[config.mk]
export PLATFORM = sky130hd
export DESIGN_NAME = fetch_unit
export DESIGN_NICKNAME = d
export VERILOG_FILES = /design/src/rtl/fetch_unit.sv
export SDC_FILE = /design/constraint.sdc
export NUM_CORES = 1
export LEC_CHECK = 0
export ABC_CLOCK_PERIOD_IN_PS = 4800
export CAP_MARGIN = 30
export CELL_PAD_IN_SITES_DETAIL_PLACEMENT = 2
export CELL_PAD_IN_SITES_GLOBAL_PLACEMENT = 2
export CORE_MARGIN = 4
export CORE_UTILIZATION = 35
export CTS_BUF_LIST = sky130_fd_sc_hd__clkbuf_2 sky130_fd_sc_hd__clkbuf_4 sky130_fd_sc_hd__clkbuf_8
export DETAILED_ROUTE_END_ITERATION = 16
export HOLD_SLACK_MARGIN = 0.02
export PLACE_DENSITY = 0.91
export SYNTH_ARGS = -nofsm -noshare
export SYNTH_HDL_FRONTEND = slang
export SYNTH_SLANG_ARGS = --single-unit
[constraint.sdc]
create_clock -name clk -period 4.8 [get_ports clk]
set_input_delay 1.2 -clock clk [delete_from_list [all_inputs] [get_ports clk]]
set_output_delay 1.2 -clock clk [all_outputs]
set_load 0.05 [all_outputs]
[src/rtl/fetch_unit.sv]
// LEGv8 instruction-fetch front end: PC, imem req/ack handshake, one-entry skid, IF/ID outputs.
// Optional macro FETCH_ALIGN_CHECK_EN: a misaligned redirect raises a sticky fetch_fault and parks in FAULT.
module fetch_unit #(
  parameter int            N        = 64,
  parameter logic [N-1:0]  RESET_PC = '0
) (
  input  logic          clk,
  input  logic          reset,
  input  logic          stall,
  input  logic          redirect,
  input  logic [N-1:0]  redirect_pc,
  output logic          imem_req,
  output logic [N-1:0]  imem_addr,
  input  logic          imem_ack,
  input  logic [31:0]   imem_rdata,
  output logic          if_valid,
  output logic [N-1:0]  if_pc,
  output logic [31:0]   if_instr,
  output logic          fetch_fault
);

`ifdef FETCH_ALIGN_CHECK_EN
  typedef enum logic [1:0] {IDLE, REQ, HOLD, FAULT} state_t;
`else
  typedef enum logic [1:0] {IDLE, REQ, HOLD} state_t;
`endif

  state_t        state, state_n;
  logic [N-1:0]  pc, pc_n;
  logic [N-1:0]  addr, addr_n;
  logic          valid_n;
  logic [N-1:0]  ifpc_n;
  logic [31:0]   instr_n;
  logic          skid_vld, skid_vld_n;
  logic [N-1:0]  skid_pc, skid_pc_n;
  logic [31:0]   skid_instr, skid_instr_n;
  logic          discard, discard_n;
  logic          fault, fault_n;
  logic          fault_pend, fault_pend_n;
  logic          accept;
  logic          misalign;
  logic [N-1:0]  rpc;
  logic [N-1:0]  addr_inc;

  assign accept   = !if_valid || !stall;
  assign addr_inc = addr + N'(4);

`ifdef FETCH_ALIGN_CHECK_EN
  assign rpc      = redirect_pc;
  assign misalign = redirect_pc[1:0] != 2'b00;
`else
  assign rpc      = {redirect_pc[N-1:2], 2'b00};
  assign misalign = 1'b0;
`endif

  assign imem_req    = (state == REQ);
  assign imem_addr   = addr;
  assign fetch_fault = fault;

  always_comb begin
    state_n      = state;
    pc_n         = pc;
    addr_n       = addr;
    valid_n      = if_valid;
    ifpc_n       = if_pc;
    instr_n      = if_instr;
    skid_vld_n   = skid_vld;
    skid_pc_n    = skid_pc;
    skid_instr_n = skid_instr;
    discard_n    = discard;
    fault_n      = fault;
    fault_pend_n = fault_pend;

    // The presented instruction is consumed whenever decode is not stalled.
    if (if_valid && !stall) valid_n = 1'b0;

`ifdef FETCH_ALIGN_CHECK_EN
    if (state == FAULT) begin
      valid_n = 1'b0;
    end else
`endif
    if (redirect && !fault_pend) begin
      valid_n    = 1'b0;
      skid_vld_n = 1'b0;
      pc_n       = rpc;
      if (misalign) fault_n = 1'b1;
      if (state == REQ && !imem_ack) begin
        // Request in flight cannot be withdrawn: drop its data when it lands.
        discard_n    = 1'b1;
        fault_pend_n = misalign;
      end else begin
        addr_n    = rpc;
        discard_n = 1'b0;
        state_n   = REQ;
`ifdef FETCH_ALIGN_CHECK_EN
        if (misalign) state_n = FAULT;
`endif
      end
    end else begin
      case (state)
        IDLE: state_n = REQ;
        REQ: begin
          if (imem_ack) begin
            if (discard) begin
              discard_n = 1'b0;
              addr_n    = pc;
`ifdef FETCH_ALIGN_CHECK_EN
              if (fault_pend) begin
                fault_pend_n = 1'b0;
                state_n      = FAULT;
              end
`endif
            end else if (accept) begin
              valid_n = 1'b1;
              ifpc_n  = addr;
              instr_n = imem_rdata;
              pc_n    = addr_inc;
              addr_n  = addr_inc;
            end else begin
              skid_vld_n   = 1'b1;
              skid_pc_n    = addr;
              skid_instr_n = imem_rdata;
              pc_n         = addr_inc;
              state_n      = HOLD;
            end
          end
        end
        HOLD: begin
          if (!stall) begin
            valid_n    = 1'b1;
            ifpc_n     = skid_pc;
            instr_n    = skid_instr;
            skid_vld_n = 1'b0;
            addr_n     = pc;
            state_n    = REQ;
          end
        end
        default: state_n = state;
      endcase
    end
  end

  always_ff @(posedge clk) begin
    if (reset) state <= IDLE;
    else       state <= state_n;
  end

  always_ff @(posedge clk) begin
    if (reset) begin
      pc         <= RESET_PC;
      addr       <= RESET_PC;
      if_valid   <= 1'b0;
      if_pc      <= '0;
      if_instr   <= '0;
      skid_vld   <= 1'b0;
      skid_pc    <= '0;
      skid_instr <= '0;
      discard    <= 1'b0;
      fault      <= 1'b0;
      fault_pend <= 1'b0;
    end else begin
      pc         <= pc_n;
      addr       <= addr_n;
      if_valid   <= valid_n;
      if_pc      <= ifpc_n;
      if_instr   <= instr_n;
      skid_vld   <= skid_vld_n;
      skid_pc    <= skid_pc_n;
      skid_instr <= skid_instr_n;
      discard    <= discard_n;
      fault      <= fault_n;
      fault_pend <= fault_pend_n;
    end
  end

endmodule

==> results of run 1 <==
-- layout make-up --
type                    instances  area share [%]
multi-input cells            1323           41.40
inverters                      13          0.2499
well taps                     585           3.749
repair buffers                293           14.91
diodes                          4         0.05127
clock buffers                  93           5.947
clock inverters                 7          0.4742
flip-flops and latches        324           33.22
-- critical path, delay by kind of cell, from the launching register on --
kind | cells | cell delay, ns
and+or+nand+nor | 4 | 2.21
adders and majority gates | 1 | 0.35
DFF | 1 | 0.62
AOI/OAI and AO/OA | 2 | 0.45
-- cells by family after synthesis --
logic type,count (synthesis),synth area share (%)
and+or+nand+nor,618,18.17
AOI/OAI and AO/OA,538,23.63
DFF,324,42.26
buffers and inverters,212,5.486
muxes,103,6.734
xor gates and xnor gates,59,3.367
adders and majority gates,4,0.3261
other,1,0.02443
-- cell usage in the layout (no fill, tap or decap), types with 7 or more instances in the layout --
| cell | count |
|---|---|
| clkbuf_4 | 19 |
| dfxtp_1 | 324 |
| or3_1 | 12 |
| a211oi_1 | 98 |
| o22ai_1 | 48 |
| o31ai_1 | 15 |
| nor2_1 | 194 |
| xor2_1 | 23 |
| nor3_1 | 32 |
| mux2i_1 | 101 |
| nand2_1 | 247 |
| inv_1 | 12 |
| and3_1 | 12 |
| a22oi_1 | 100 |
| buf_4 | 30 |
| o21ai_0 | 43 |
| clkdlybuf4s50_1 | 258 |
| nand4_1 | 19 |
| a222oi_1 | 21 |
| xnor2_1 | 36 |
| nand3_1 | 47 |
| clkbuf_8 | 74 |
| a21oi_1 | 145 |
| nor3_2 | 7 |
| o2bb2ai_1 | 7 |
-- stage by stage --
step	utilization, %	setup WS (ns)	power (mW)
6_report	45.22	1.053	7.798
5_1_grt	45.22	0.9712	8.136
4_1_cts	45.14	1.187	7.851
3_5_place_dp	42.23	0.8132	4.951
3_3_place_gp	42.23	1.068	4.861
2_1_floorplan	-	1.977	4.262
-- how the worst min path moves through the flow --
stage                              start             end  slack, ns  cells after the start
after detailed placement     skid_pc[62]     skid_pc[62]       0.45                      2
after CTS                    skid_pc[62]     skid_pc[62]       0.46                      2
after global routing         skid_pc[60]     skid_pc[60]       0.48                      2
after floorplan            skid_instr[0]   skid_instr[0]       0.44                      2
after global placement    skid_instr[15]  skid_instr[15]       0.44                      2
final                        skid_pc[60]     skid_pc[60]       0.45                      2
-- sequential cells by signal, summed over array words and instances, names as in the netlist --
name and cells:
skid_pc 64, if_valid 1, if_pc 64, discard 1
imem_addr 64, pc 64, skid_instr 32, if_instr 32
state 2
-- where the power goes --
part	internal (mW)	leakage (nW)	switching, mW	total [mW]
sequential	2.87	2.64	0.247	3.11
combinational	0.624	2.88	1.19	1.82
clock	1.63	0.669	1.24	2.87
total	5.12	6.19	2.68	7.80
-- metal layers --
layer | track usage (%) | up-vias
li1 | - | 7012
met1 | 31.27 | 7917
met2 | 46.97 | 471
met3 | 5.100 | 147
met4 | 9.116 | 8
met5 | 0 | -
==> summary.md, run 1 <==
| Metric | Value |
|---|---|
| Commonest cells post-synth | `dfxtp_1, nand2_1, nor2_1, clkbuf_1, a21oi_1` |
| DRT Pass-1 Iters | `9` |
| Port bufs | `260` |
| Fin. max-slew vios | `0` |
| Top-level I/O count | `264` |
| Final antenna-violating net count | `0` |
| Post-route insts no fill | `2,642` |
| Number of CTS-inserted buffers | `59` |
| Async S/R FF share, synth | `0%` |
| CP cell instances | `ha_1, nand3_1, nor3_2, nand4_1, nor3_1, a21oi_1, a211o_1` |
| Max VDD drop | `0.0002105 V` |
| Netlist cell types | `69` |
| Max-Cap Viols | `0` |
| Crit path capture type | `flop` |
| Most frequent cell after synthesis | `dfxtp_1` |
| Final Hold Viols | `0` |
| Critical path endpoint | `imem_addr[60]` |
| Post-synth EDFFs | `0` |
| Row count | `76` |
| Yosys Warn Count | `0` |
| Multi-input gate area in the final layout | `0.008083 mm2` |
| Die width | `roughly 220 um` |
| Maximum clock rate | `266.8 MHz` |
| WP data arrival | `4.30 ns` |
| Pwr/cell area | `about 400 mW/mm2` |
| Fraction of layout cells with a size suffix above 1 | `approximately 8.3%` |
| Wire length per cell | `~24 um` |
| # fillers | `4,699` |
| Root Buffer Master | `clkbuf_8` |
| Synth Instances | `around 1,900` |
| Crit Reg-Reg Endpoint | `imem_addr[60]` |
| Minimum clock period | `3.747 ns` |
| Gpl congestion | `0.8414` |
| CP max stage delay | `0.79 ns` |
| WL met3 | `3213 um` |
| CORE AREA | `between 0.04 and 0.05 mm2` |
| Syn Nets | `1,964` |
| Post_cts resized | `0` |
| Vias per Instance | `5.888` |
| Slew of the pin with the lowest slew margin | `0.9614 ns` |
| Met1 Wirelength | `27,070 um` |
| R2r setup slk | `1.05 ns` |
| Synthesized area | `0.01535 mm2` |
| Die height | `217.4 um` |
| Drt total wl | `64,620 um` |
| First-pass GRT wire length | `99,950 um` |
| Number of setup buffers added after CTS | `0` |
| Die area | `0.04727 mm2` |
| DRC violations left | `0` |
| Startpoint types | `flop` |
| CTS tree | `done` |
| Sum of negative setup slack | `0 ns` |
| Final Hold Slack | `around 0.45 ns` |
| WP data required | `5.35 ns` |
| Crit share post-route | `78.07%` |
| Yosys reg bits | `324` |
| Hold crit path type | `flop to flop` |
| Vias in the first global route | `~17,000` |
| Post-placement cell area | `0.01823 mm2` |
| Storage cell area | `0.006486 mm2` |
| Sequential fraction of the synthesis area | `42.26%` |
| CTS clk-pin slew, worst paths | `0.06 ns` |
| Setup Skew | `0.04199 ns` |
| Tot GR Track Use | `26.19%` |
| CP startpoint | `imem_addr[2]` |
| Worst R2R Path Depth | `7` |
| Hold buffer count at CTS | `0` |
| Final setup fails | `0` |
| RSZ-0062 raised after global routing | `no` |
| Placed Instances | `between 2,000 and 3,000` |
| HPWL Detailed | `a little over 40,000 um` |
| Crit path kind | `flop to flop` |
| R2r startpoint | `imem_addr[2]` |
| Sink Count | `324` |
| Via count | `15,555` |
| Net count, final | `2,119` |
| Status | `complete, no violations` |
| Final non-filler cell area | `0.01952 mm2` |
| Syn_area_per_cell | `8.256 um2` |
| Largest area contributor in the netlist | `dfxtp_1` |
| Leak | `6.189 nW` |
| H-tree depth | `2` |
| DR WL met2 | `32,390 um` |
| Clock Latency Late Sink | `0.68 ns` |
| Pin count of the biggest net entering global routing | `roughly 160` |
| Antenna violations before repair | `8` |
| Crit Path Max Fanout | `10` |
| Clock Path Buffers | `3` |
| Top post-synthesis cells by area | `dfxtp_1, mux2i_1, nand2_1, a22oi_1, nor2_1` |
| Initial core utilization | `35.55%` |
| Crit-path slowest cell | `nor3_2` |
| DR top layer | `met5` |
| Total global routing overflow | `0` |
| Top cell type's share of synthesized area | `42.26%` |
| Top_reg_cell synth | `dfxtp_1` |
| 1st-iter DRT viols | `just over 1,000` |
| Area grow syn2layout | `27.20%` |
| Max transition margin | `35.91%` |
No activity file was read; power rests on OpenSTA's default activity.
==> run 2: changes to the inputs <==
ABC_CLOCK_PERIOD_IN_PS = 3800   (was 4800)
CORE_UTILIZATION = 32   (was 35)
PLACE_DENSITY = 0.84   (was 0.91)
clock period = 3.8 ns   (was 4.8 ns; I/O delays follow)
==> run 2 against run 1 <==
Cell count rose by 2.2%. Register-to-register slack got worse by 0.39 ns. Clock skew fell by 0.010 ns. Critical path depth fell by 4. Power rose by 26%. Non-clock buffer count rose by 25. Final area rose by 1.7%. Die area rose by 9.0%.
==> summary.md, run 2 (synthesized netlist as in run 1, its figures left out) <==
| Metric | Value |
|---|---|
| Status | `complete, no violations (unchanged)` |
| Sum of negative setup slack | `0 ns (unchanged)` |
| Crit path kind | `flop to output pin (was flop to flop)` |
| Drt total wl | `63,050 um (was 64,620 um)` |
| Fraction of layout cells with a size suffix above 1 | `9.650% (was 8.329%)` |
| CORE AREA | `0.04695 mm2 (was 0.04317 mm2)` |
| Max VDD drop | `0.0002403 V (was 0.0002105 V)` |
| Clock Path Buffers | `3 (unchanged)` |
| Final setup fails | `0 (unchanged)` |
| Startpoint types | `flop (unchanged)` |
| Commonest non-fill, non-tap cell in the layout | `dfxtp_1 (unchanged)` |
| Via count | `15,347 (was 15,555)` |
| HPWL Detailed | `40,930 um (was 41,440 um)` |
| Gpl congestion | `0.8565 (was 0.8414)` |
| Net count, final | `2,145 (was 2,119)` |
| Number of CTS-inserted buffers | `60 (was 59)` |
| R2r setup slk | `0.66 ns (was 1.05 ns)` |
| Initial core utilization | `32.69% (was 35.55%)` |
| Vias in the first global route | `16,795 (was 17,322)` |
| Final Hold Viols | `0 (unchanged)` |
| Final Util | `42.28% (was 45.22%)` |
| Hold crit path type | `flop to flop (unchanged)` |
| Hold endpoint | `skid_pc[53] (was skid_pc[60])` |
| Final antenna-violating net count | `0 (unchanged)` |
| Setup Skew | `0.03158 ns (was 0.04199 ns)` |
| DRC violations left | `0 (unchanged)` |
| Row count | `79 (was 76)` |
| Max-Cap Viols | `0 (unchanged)` |
| 1st-iter DRT viols | `834 (was 1,021)` |
| Die height | `227.0 um (was 217.4 um)` |
| Pwr/cell area | `496.4 mW/mm2 (was 399.4 mW/mm2)` |
| Vias per Instance | `5.684 (was 5.888)` |
| DRT Pass-1 Iters | `6 (was 9)` |
| Leak | `6.347 nW (was 6.189 nW)` |
| Port bufs | `260 (unchanged)` |
| Number of setup buffers added after CTS | `0 (unchanged)` |
| Pin count of the biggest net entering global routing | `227 (was 155)` |
| Post_cts resized | `0 (unchanged)` |
| Die width | `227.0 um (was 217.4 um)` |
| Area grow syn2layout | `29.32% (was 27.20%)` |
| Die area | `0.05153 mm2 (was 0.04727 mm2)` |
| Hold buffer count at CTS | `0 (unchanged)` |
| Worst R2R Path Depth | `7 (unchanged)` |
| Max transition margin | `27.95% (was 35.91%)` |
| Most frequent cells in the layout | `dfxtp_1, clkdlybuf4s50_1, nand2_1 (unchanged)` |
| Crit path capture type | `output pin (was flop)` |
| Worst hold stages | `2 (unchanged)` |
| H-tree depth | `2 (unchanged)` |
| R2r startpoint | `state[0] (was imem_addr[2])` |
| First-pass GRT wire length | `97,430 um (was 99,950 um)` |
| WP data required | `2.85 ns (was 5.35 ns)` |
| Wire length per cell | `23.35 um (was 24.46 um)` |
| Maximum clock rate | `302.5 MHz` |
| Antenna violations before repair | `12 (was 8)` |
| Root Buffer Master | `clkbuf_8 (unchanged)` |
| Total global routing overflow | `0 (unchanged)` |
| Crit share post-route | `86.99%` |
| Crit Reg-Reg Endpoint | `imem_addr[40] (was imem_addr[60])` |
| Crit Path Max Fanout | `9 (was 10)` |
| CTS tree | `done (unchanged)` |
| Tot GR Track Use | `23.75% (was 26.19%)` |
| Fin. max-slew vios | `0 (unchanged)` |
| Clock Latency Late Sink | `0.67 ns (was 0.68 ns)` |
| WP data arrival | `2.36 ns (was 4.30 ns)` |
| HP Start | `skid_pc[53] (was skid_pc[60])` |
| Top-level I/O count | `264 (unchanged)` |
| RSZ-0062 raised after global routing | `no (unchanged)` |
| Sink Count | `324 (unchanged)` |
| Slew of the pin with the lowest slew margin | `1.081 ns (was 0.9614 ns)` |
| CTS clk-pin slew, worst paths | `0.05 ns (was 0.06 ns)` |
| Minimum clock period | `3.306 ns` |
[run 2: cell count changes in the layout (fill, tap and decap cells not counted)]
| cell | previous run | this run |
|---|---|---|
| buf_12 | 3 | 9 |
| buf_4 | 30 | 49 |
| bufinv_16 | 2 | 0 |
| clkbuf_4 | 19 | 24 |
| clkbuf_8 | 74 | 78 |
| clkinv_2 | 3 | 1 |
| clkinvlp_4 | 0 | 2 |
| diode_2 | 4 | 10 |
| inv_6 | 2 | 0 |
[run 2: worst max-delay path by stage]
stage,slack (ns),startpoint,end
final,0.49,state[1],imem_req
after global routing,0.36,state[1],imem_req
after CTS,0.43,state[1],imem_req
after detailed placement,0.21,imem_ack,if_instr[15]
after global placement,0.35,imem_ack,if_pc[48]
after floorplan,1.21,imem_addr[3],imem_addr[60]
[run 2: per-stage QoR]
step | hold slack (ns) | std cells | cell area, um2 | power, mW | setup WS, ns
floorplan | 0.4360 | 1859 | 15350 | 5.384 | 1.213
global placement | 0.4408 | 2584 | 18520 | 6.210 | 0.3494
detailed placement | 0.4512 | 2585 | 18550 | 6.312 | 0.2056
CTS | 0.4508 | 2690 | 19820 | 9.983 | 0.4286
global route | 0.4823 | 2698 | 19840 | 10.33 | 0.3615
finish | 0.4562 | 2700 | 19850 | 9.853 | 0.4942
[run 2: layer usage]
metal	routed length, um	vias to the layer above	track usage (%)
li1	-	7089	-
met1	26990	7789	28.84
met2	31320	359	42.42
met3	2867	104	4.101
met4	1844	6	8.452
met5	35	-	0
[run 2: critical path, cell delays in order (launching register included)]
cell	delay, ns
dfxtp_1	0.33
inv_1	0.11
ha_1	0.35
clkdlybuf4s50_1	0.92
[run 2: layout make-up]
class	count	area, um2
clock buffer	102	1254
multi-input combinational	1323	8083
inverter	13	48.80
clock inverter	3	20.02
sequential	324	6486
tap	607	759.5
timing repair buffer	318	3173
fill	5180	27100
antenna	10	25.02
[run 2: power by group]
part	switching [mW]	internal [mW]
Sequential	0.255	3.62
Combinational	1.55	0.835
Clock	1.54	2.05
==> run 3: changes to the inputs <==
==> constraint.sdc (replaced) <==
create_clock -name clk -period 3.8 [get_ports clk]
set_input_delay 0.95 -clock clk [delete_from_list [all_inputs] [get_ports clk]]
set_output_delay 0.95 -clock clk [all_outputs]
set_load 0.01 [all_outputs]
==> run 3 against run 2 <==
Via count grew 0.89%. Clock skew grew 0.0023 ns. Global-route usage shrank 0.30 points. Maximum frequency grew 5.8%. Clock-buffer cell count grew 4. Combinational power shrank 24%. Final area shrank 0.13%. Clock power grew 1%. Critical path type unchanged.
==> summary.md, run 3 (synthesized netlist as in run 1, its figures left out) <==
| Metric | Value |
|---|---|
| WP depth | `3 (unchanged)` |
| # fillers | `5,190 (was 5,180)` |
| Maximum clock rate | `320.0 MHz (was 302.5 MHz)` |
| Fraction of layout cells with a size suffix above 1 | `9.606% (was 9.650%)` |
| Total global routing overflow | `0 (unchanged)` |
| DR top layer | `met5 (unchanged)` |
| Worst path bufs/invs | `2 (unchanged)` |
| DRT Pass-1 Iters | `5 (was 6)` |
| Leak | `6.337 nW (was 6.347 nW)` |
| Area grow syn2layout | `29.16% (was 29.32%)` |
| CORE AREA | `0.04695 mm2 (unchanged)` |
| Final antenna-violating net count | `0 (unchanged)` |
| Final setup fails | `0 (unchanged)` |
| Initial core utilization | `32.69% (unchanged)` |
| Via count | `15,483 (was 15,347)` |
| Number of CTS-inserted buffers | `61 (was 60)` |
| Placed Instances | `2,578 (was 2,585)` |
| Sum of negative setup slack | `0 ns (unchanged)` |
| Hold crit path type | `flop to flop (unchanged)` |
| RSZ-0062 raised after global routing | `no (unchanged)` |
| First-pass GRT wire length | `96,570 um (was 97,430 um)` |
| DR WL met2 | `31,500 um (was 31,320 um)` |
| Post-route insts no fill | `2,697 (was 2,700)` |
| CP startpoint | `state[1] (unchanged)` |
| Setup WS post-layout | `0.6750 ns (was 0.4942 ns)` |
| Net count, final | `2,139 (was 2,145)` |
| DRC violations left | `0 (unchanged)` |
| CTS clk-pin slew, worst paths | `0.06 ns (was 0.05 ns)` |
| Setup Skew | `0.03390 ns (was 0.03158 ns)` |
| WP data arrival | `2.18 ns (was 2.36 ns)` |
| WP data required | `2.85 ns (about the same)` |
| Met1 Wirelength | `26,480 um (was 26,990 um)` |
| CP max stage delay | `0.66 ns (was 0.92 ns)` |
| Crit path capture type | `output pin (unchanged)` |
| Commonest non-fill, non-tap cell in the layout | `dfxtp_1 (unchanged)` |
| Crit path kind | `flop to output pin (unchanged)` |
| Pin count of the biggest net entering global routing | `220 (was 227)` |
| R2r startpoint | `state[1] (was state[0])` |
| Tot GR Track Use | `23.45% (was 23.75%)` |
| Max-Cap Viols | `0 (unchanged)` |
| Root Buffer Master | `clkbuf_8 (unchanged)` |
| Vias per Instance | `5.741 (was 5.684)` |
| HPWL Detailed | `40,850 um (was 40,930 um)` |
| Pwr/cell area | `471.6 mW/mm2 (was 496.4 mW/mm2)` |
| Max VDD drop | `0.0002392 V (was 0.0002403 V)` |
| Die area | `0.05153 mm2 (unchanged)` |
| Clock Path Buffers | `3 (unchanged)` |
| Final Hold Viols | `0 (unchanged)` |
| Crit Path Max Fanout | `9 (unchanged)` |
| Crit-path slowest cell | `clkdlybuf4s50_1 (unchanged)` |
| Die height | `227.0 um (unchanged)` |
| WL met3 | `3198 um (was 2867 um)` |
| Sink Count | `324 (unchanged)` |
| Max transition margin | `27.40% (was 27.95%)` |
| Post_cts resized | `0 (unchanged)` |
| Wire length per cell | `23.31 um (was 23.35 um)` |
| HP Start | `skid_pc[2] (was skid_pc[53])` |
| Slew of the pin with the lowest slew margin | `1.089 ns (was 1.081 ns)` |
| Vias in the first global route | `16,890 (was 16,795)` |
| Hold buffer count at CTS | `0 (unchanged)` |
| Die width | `227.0 um (unchanged)` |
| Port bufs | `260 (unchanged)` |
| Startpoint types | `flop (unchanged)` |
| CP cell instances | `inv_1, ha_1, clkdlybuf4s50_1 (unchanged)` |
| Drt total wl | `62,860 um (was 63,050 um)` |
| Pre-CTS setup slack | `0.1061 ns (was 0.2056 ns)` |
| Gpl congestion | `0.8464 (was 0.8565)` |
| CTS tree | `done (unchanged)` |
| Minimum clock period | `3.125 ns (was 3.306 ns)` |
| Most frequent cells in the layout | `dfxtp_1, clkdlybuf4s50_1, nand2_1 (unchanged)` |
| Worst R2R Path Depth | `9 (was 7)` |
| Worst hold stages | `2 (unchanged)` |
| Number of setup buffers added after CTS | `0 (unchanged)` |
| Clock Latency Late Sink | `0.68 ns (was 0.67 ns)` |
| Fin. max-slew vios | `0 (unchanged)` |
| 1st-iter DRT viols | `987 (was 834)` |
| Crit share post-route | `82.24% (was 86.99%)` |
| Status | `complete, no violations (unchanged)` |
| Top-level I/O count | `264 (unchanged)` |
| H-tree depth | `2 (unchanged)` |
| Delay-heaviest family, CP | `buffers and inverters (unchanged)` |
| Antenna violations before repair | `11 (was 12)` |
| Row count | `79 (unchanged)` |
[run 3: cell count changes in the layout (fill, tap and decap cells not counted)]
| cell | before | now |
|---|---|---|
| clkinv_2 | 1 | 4 |
| clkbuf_8 | 78 | 76 |
| buf_12 | 9 | 8 |
| clkinvlp_4 | 2 | 1 |
| buf_4 | 49 | 42 |
| diode_2 | 10 | 8 |
| buf_16 | 1 | 2 |
| clkbuf_4 | 24 | 30 |
[run 3: worst min-delay path, cell delays in order, from the launching register on]
cell     delay (ns)
dfxtp_1        0.31
nand2_1        0.05
a21oi_1        0.05
[run 3: path summary, 6_finish.rpt]
path                      end  slack, ns
setup / recovery     imem_req       0.67
hold reg to reg    skid_pc[2]       0.46
setup reg to reg  if_instr[0]       0.67
hold / removal     skid_pc[2]       0.46
[run 3: report_power, final]
group / switching (mW) / total (mW) / internal [mW]
clock network: 1.56 / 3.63 / 2.08
logic: 0.994 / 1.82 / 0.825
registers: 0.274 / 3.90 / 3.62
[run 3: cell type report]
| type | count | area, um2 | share of cell area, % |
|---|---|---|---|
| flip-flops and latches | 324 | 6486 | 32.72 |
| diodes | 8 | 20.02 | 0.1010 |
| well taps | 607 | 759.5 | 3.831 |
| clock inverters | 5 | 27.53 | 0.1389 |
| inverters | 13 | 48.80 | 0.2462 |
| repair buffers | 311 | 3128 | 15.78 |
| multi-input cells | 1323 | 8083 | 40.77 |
| clock buffers | 106 | 1271 | 6.413 |
[run 3: metrics by stage]
stage | utilization (%) | total power [mW] | area (um2) | hold WS (ns)
2_1_floorplan | - | 4.853 | 15350 | 0.4360
3_3_place_gp | 39.30 | 5.666 | 18450 | 0.4407
3_5_place_dp | 39.41 | 5.774 | 18510 | 0.4496
4_1_cts | 42.18 | 9.469 | 19800 | 0.4538
5_1_grt | 42.22 | 9.827 | 19820 | 0.4671
6_report | 42.22 | 9.349 | 19820 | 0.4553
[run 3: per-layer routing]
| metal | vias to the layer above | track usage [%] |
|---|---|---|
| li1 | 7070 | - |
| met1 | 7917 | 28.39 |
| met2 | 383 | 41.60 |
| met3 | 107 | 4.797 |
| met4 | 6 | 8.023 |
| met5 | - | 0 |
